$ cat src/rtl/adc_capture_pkg.sv
// adc_capture_pkg: shared state encoding and trigger mode constants for the ADC capture controller.
package adc_capture_pkg;

    typedef enum logic [1:0] {
        ST_PREFILL = 2'd0,
        ST_ARMED   = 2'd1,
        ST_POST    = 2'd2,
        ST_HOLD    = 2'd3
    } state_e;

    localparam logic [2:0] TRIG_AUTO   = 3'd0;
    localparam logic [2:0] TRIG_RISE   = 3'd1;
    localparam logic [2:0] TRIG_FALL   = 3'd2;
    localparam logic [2:0] TRIG_EITHER = 3'd3;
    localparam logic [2:0] TRIG_MANUAL = 3'd4;

endpackage

$ cat src/rtl/sample_strobe_gen.sv
// sample_strobe_gen: divider counter producing the RAM write / sample strobe.
module sample_strobe_gen #(
    parameter int DIV_W = 20
) (
    input  logic             clk,
    input  logic             rst_n,
    input  logic [DIV_W-1:0] sample_divider,
    input  logic             hold,
    output logic             mem_en
);
    logic [DIV_W-1:0] cnt_q, cnt_d;

    // >= so that lowering the divider mid-count fires on the next clk instead of wrapping
    assign mem_en = (cnt_q >= sample_divider) & ~hold & rst_n;
    assign cnt_d  = (hold | mem_en) ? '0 : cnt_q + 1'b1;

    always_ff @(posedge clk or negedge rst_n) begin
        if (!rst_n) cnt_q <= '0;
        else        cnt_q <= cnt_d;
    end

endmodule

$ cat src/rtl/adc_capture_ctrl.sv
// adc_capture_ctrl: circular pre-trigger capture into one bank of a double-banked sample RAM.
module adc_capture_ctrl
    import adc_capture_pkg::*;
#(
    parameter int ADDR_W = 11,
    parameter int DIV_W  = 20
) (
    input  logic              clk,
    input  logic              rst_n,
    input  logic [DIV_W-1:0]  sample_divider,
    input  logic [ADDR_W-1:0] pretrig_len,
    input  logic [2:0]        trigger_mode,
    input  logic              trigger_req,
    input  logic              rising_edge,
    input  logic              falling_edge,
    input  logic              update_en,
    output logic [ADDR_W:0]   mem_addr,
    output logic              mem_en,
    output logic              triggered,
    output logic              armed,
    output logic              done_flag,
    output logic [ADDR_W-1:0] trig_addr,
    output logic [ADDR_W-1:0] start_addr
);
    localparam int DEPTH = 2 ** ADDR_W;

    state_e            state_q, state_d;
    logic              bank_q, bank_d;
    logic              done_q, done_d;
    logic              load_q;
    logic [ADDR_W-1:0] addr_q, addr_d;
    logic [ADDR_W-1:0] trig_q, trig_d;
    logic [ADDR_W-1:0] pre_q, pre_cur;
    logic [ADDR_W:0]   cnt_q, cnt_d, cnt_inc, post_len;
    logic              strobe, fire;

    // The done cycle is also gated so the first write to the new bank lands 1 + divider clks later
    sample_strobe_gen #(.DIV_W(DIV_W)) u_strobe (
        .clk            (clk),
        .rst_n          (rst_n),
        .sample_divider (sample_divider),
        .hold           ((state_q == ST_HOLD) | done_q),
        .mem_en         (strobe)
    );

    assign pre_cur  = load_q ? pretrig_len : pre_q;
    assign cnt_inc  = cnt_q + {{ADDR_W{1'b0}}, strobe};
    assign post_len = (ADDR_W+1)'(DEPTH) - {1'b0, pre_q};
    assign addr_d   = addr_q + {{(ADDR_W-1){1'b0}}, strobe};
    assign fire     = trigger_req
                    | (trigger_mode == TRIG_AUTO)
                    | (trigger_mode == TRIG_RISE & rising_edge)
                    | (trigger_mode == TRIG_FALL & falling_edge)
                    | (trigger_mode == TRIG_EITHER & (rising_edge | falling_edge));

    always_ff @(posedge clk or negedge rst_n) begin
        if (!rst_n) begin
            state_q <= ST_PREFILL;
            bank_q  <= 1'b0;
            done_q  <= 1'b0;
            load_q  <= 1'b1;
            addr_q  <= '0;
            trig_q  <= '0;
            pre_q   <= '0;
            cnt_q   <= '0;
        end else begin
            state_q <= state_d;
            bank_q  <= bank_d;
            done_q  <= done_d;
            load_q  <= done_d;
            addr_q  <= addr_d;
            trig_q  <= trig_d;
            pre_q   <= pre_cur;
            cnt_q   <= cnt_d;
        end
    end

    always_comb begin
        state_d = state_q;
        bank_d  = bank_q;
        done_d  = 1'b0;
        trig_d  = trig_q;
        cnt_d   = cnt_inc;
        case (state_q)
            ST_PREFILL: begin
                if (cnt_inc >= {1'b0, pre_cur}) begin
                    state_d = ST_ARMED;
                    cnt_d   = '0;
                end
            end
            ST_ARMED: begin
                cnt_d = '0;
                if (fire) begin
                    trig_d  = addr_q;
                    cnt_d   = {{ADDR_W{1'b0}}, strobe};
                    // A one-sample post record already completed by the trigger-cycle strobe skips POST
                    state_d = (cnt_d >= post_len) ? ST_HOLD : ST_POST;
                end
            end
            ST_POST: begin
                if (cnt_inc >= post_len) begin
                    state_d = ST_HOLD;
                    cnt_d   = '0;
                end
            end
            default: begin
                cnt_d = '0;
                if (update_en) begin
                    state_d = ST_PREFILL;
                    bank_d  = ~bank_q;
                    done_d  = 1'b1;
                end
            end
        endcase
    end

    always_comb begin
        mem_en     = strobe;
        mem_addr   = {bank_q, addr_q};
        triggered  = (state_q == ST_POST);
        armed      = (state_q == ST_ARMED);
        done_flag  = done_q;
        trig_addr  = trig_q;
        start_addr = trig_q - pre_q;
    end

endmodule

$ cat config.mk
export PLATFORM = sky130hd
export DESIGN_NAME = adc_capture_ctrl
export DESIGN_NICKNAME = d
export VERILOG_FILES = /design/src/rtl/adc_capture_pkg.sv /design/src/rtl/sample_strobe_gen.sv /design/src/rtl/adc_capture_ctrl.sv
export SDC_FILE = /design/constraint.sdc
export NUM_CORES = 1
export LEC_CHECK = 0
export ABC_AREA = 1
export BUFFER_PORTS_ARGS = -buffer_cell sky130_fd_sc_hd__buf_2
export CORE_MARGIN = 3
export CORE_UTILIZATION = 44
export CTS_BUF_LIST = sky130_fd_sc_hd__clkbuf_8
export CTS_CLUSTER_SIZE = 20
export DETAILED_ROUTE_END_ITERATION = 6
export PLACE_DENSITY = 0.75
export SLEW_MARGIN = 20
export SYNTH_ARGS = -nofsm -noshare
export SYNTH_HDL_FRONTEND = slang
export SYNTH_SLANG_ARGS = --single-unit
$ cat constraint.sdc
create_clock -name clk -period 6.21 [get_ports clk]
set_input_delay 1.5525 -clock clk [delete_from_list [all_inputs] [get_ports clk]]
set_output_delay 1.5525 -clock clk [all_outputs]
set_load 0.02 [all_outputs]
==> flow_summary.toml <==
[floorplanning]
die_area_um2 = 13000
fp.dieW_um = 114
rows = 38
pin_count = 78
die_h_um = 114
initial_utilization = 0.460
core-area_um2 = 11100

[power]
p_leak_uw = 0.00332
irDropWorstVdd_mv = 0.282
p_per_area_nw_per_um2 = 380

[place]
place_area_um2 = 5650
routabilityCongestion = 0.856
io_buffers = 77
dpl.hpwl_um = 8920

[synth]
synth_top_family_by_area = "simple AND/OR/NAND/NOR gates"
syn_inst = 659
synthesis.nets = 765
ys_types = 38
ys_seq_elements = 70
synth_top_area_share = 0.337
synth_warnings = 0
synth.area.top_cells = "dfrtp_1 (34%), ha_1 (16%), inv_1 (9.2%)"
synth_fa_ha_area_frac = 0.163
synth_xor_area_frac = 0.0735
syn_area_um2 = 5120
muxShareOfSynthArea = 0.00660
yosysSeqAreaShare = 0.342
yosys.area_share.simple = 0.232
synth_compound_area_frac = 0.0760
synth_top_cell_by_area = "dfrtp_1"
synth_area_per_cell_um2 = 7.77

[run_status]
status = "finished clean"

[timing]
fmax_mhz = 195
grt_setup_unrepaired = "no"
fin_setup_tns_ns = 0
setup_viol = 0
slew-limit-headroom = 0.391
min_period_over_period = 0.827
period_minus_slack_ns = 5.14
drv_slew = 0
hold_violations = 0
tightest_slew_ns = 0.914
fin_skew_ns = 0.0151

[clocking]
cts.sinks = 70
clk-insertion-delay-late_ns = 0.37
post_cts_buffers = 0
cts_buffer_depth = 2
cts_resized = 0
clockRootBuffer = "clkbuf_8"
h-tree-depth = 3
cts_tree = "yes"
path_clk_slew_ns = 0.08
hold_buffers = 0
cts_buffers = 9

[critical_path]
crit_path_end_kind = "register"
critPathSlowestCell = "ha_1"
cp_max_fo = 11
cp.required_ns = 6.49
crit_path_start_kind = "input pin"
max_stage_delay_ns = 0.31
cpMostUsedCell = "nand2_1"
critical_path.top_delay_family = "simple AND/OR/NAND/NOR gates"
cp.arrival_ns = 5.42
crit_type = "in -> reg"
cp_num_buf_inv = 6

[job]
drv_cap = 0

[layout]
antenna_cells = 0
num-nets-final = 846
syn_to_final_growth_pct = 13.9
design_area_um2 = 5840
layout-drive-gt1-share = 0.166

[routing]
totalWireLength_um = 11300
vias_per_cell = 4.87
drt_iter0_drc = 164
drcViolationCount = 0
vias = 4312
wl_per_cell_um = 12.8
dr.pass1.iters = 4
drtAntennaViolNets = 0

[hold_path]
hold_class = "reg -> reg"

[global_routing]
grt_first_pass_wirelength_um = 18600
grt_max_degree = 71
grtUsageTotal = 0.179
overflow = 0
grt_pass1_vias = 3959
antenna_found_initial = 0
-- cells by family (layout without fill, tap and decap cells) --
kind of cell	after synthesis	count (layout)
adders and majority gates	66	66
DFF	70	70
AOI/OAI and AO/OA	73	73
buffers and inverters	142	228
and+or+nand+nor	262	262
xor gates and xnor gates	43	43
muxes	3	3
-- cell usage after synthesis --
cell type,n
a21boi_0,1
a21oi_1,29
buf_2,3
buf_4,2
clkbuf_1,3
clkinv_1,1
dfrtp_1,69
dfstp_2,1
fa_1,1
ha_1,65
inv_1,126
inv_2,6
inv_4,1
mux2_1,3
nand2_1,122
nand2_2,2
nand2_4,2
nand3_1,30
nand3_4,1
nand3b_2,1
nand4_1,12
nand4_2,1
nor2_1,63
nor2_2,7
nor2_4,6
nor3_1,9
nor4_1,3
o211ai_1,2
o21a_1,2
o21ai_0,27
o21ai_1,8
o21bai_1,1
o31a_1,1
o31ai_1,2
or2_1,1
or2_2,2
xnor2_1,17
xor2_1,26
-- cell type report --
| type | instances | area (µm²) |
|---|---|---|
| clock buffers | 10 | 138 |
| inverters | 134 | 505 |
| well taps | 140 | 175 |
| multi-input cells | 447 | 2820 |
| repair buffers | 78 | 393 |
| clock inverters | 6 | 50.0 |
| flip-flops and latches | 70 | 1750 |
| fillers | 1074 | 5290 |
-- sequential cells by signal, indices dropped and copies added, names as in the netlist --
register        flops
u_strobe.cnt_q     20
load_q              1
pre_q              11
cnt_q              12
trig_addr          11
done_flag           1
addr_q             11
bank_q              1
state_q             2
-- final timing paths --
kind,from,endpoint,slack (ns),cells past startpoint
setup / recovery,sample_divider[19],cnt_q[5]$_DFF_PN0_,1.07,29
hold / removal,bank_q$_DFFE_PN0P_,bank_q$_DFFE_PN0P_,0.48,1
setup reg to reg,u_strobe.cnt_q[7]$_DFF_PN0_,cnt_q[5]$_DFF_PN0_,1.91,26
hold reg to reg,bank_q$_DFFE_PN0P_,bank_q$_DFFE_PN0P_,0.48,1
max in group asynchronous,rst_n,pre_q[7]$_DFF_PN0_,4.19,2
min in group asynchronous,rst_n,u_strobe.cnt_q[15]$_DFF_PN0_,1.44,2
-- cells in the final DEF, fill, tap and decap left out, types with 2 or more instances in the layout --
| master | count |
|---|---|
| inv_6 | 4 |
| nor2_4 | 6 |
| nand2_4 | 2 |
| nand2_1 | 122 |
| clkbuf_8 | 10 |
| o31ai_1 | 2 |
| nand2_2 | 2 |
| o211ai_1 | 2 |
| o21ai_0 | 27 |
| nor4_1 | 3 |
| xnor2_1 | 17 |
| inv_1 | 126 |
| nand3_1 | 30 |
| a21oi_1 | 29 |
| o21ai_1 | 8 |
| mux2_1 | 3 |
| xor2_1 | 26 |
| o21a_1 | 2 |
| nor2_2 | 7 |
| nor2_1 | 63 |
| or2_2 | 2 |
| buf_2 | 77 |
| inv_2 | 6 |
| clkinvlp_4 | 2 |
| nand4_1 | 12 |
| nor3_1 | 9 |
| ha_1 | 65 |
| dfrtp_1 | 69 |
-- report_power, final --
part	internal [µW]	switching [µW]	leakage [µW]	total, µW
combinational	419	799	0.00233	1220
clock	161	198	0.0000903	359
sequential	542	96.8	0.000897	639
total	1120	1090	0.00332	2220
-- per-layer routing --
layer / routed length (µm) / global-route usage
met1: 5340 / 0.245
met2: 5340 / 0.292
met3: 468 / 0.0302
met4: 142 / 0.0562
met5: 0 / 0
-- stage by stage --
stage               hold WS, ns   util  setup slack, ns  total power [µW]  std cells
detailed placement        0.460  0.508            0.752              1870        869
CTS                       0.478  0.525             1.11              2240        885
floorplan                 0.447      -             1.23              1510        659
global placement          0.457  0.508            0.947              1840        869
global route              0.491  0.525            0.426              2430        885
finish                    0.481  0.525             1.07              2220        885
Note: power is estimated with default switching activity, not from simulation.
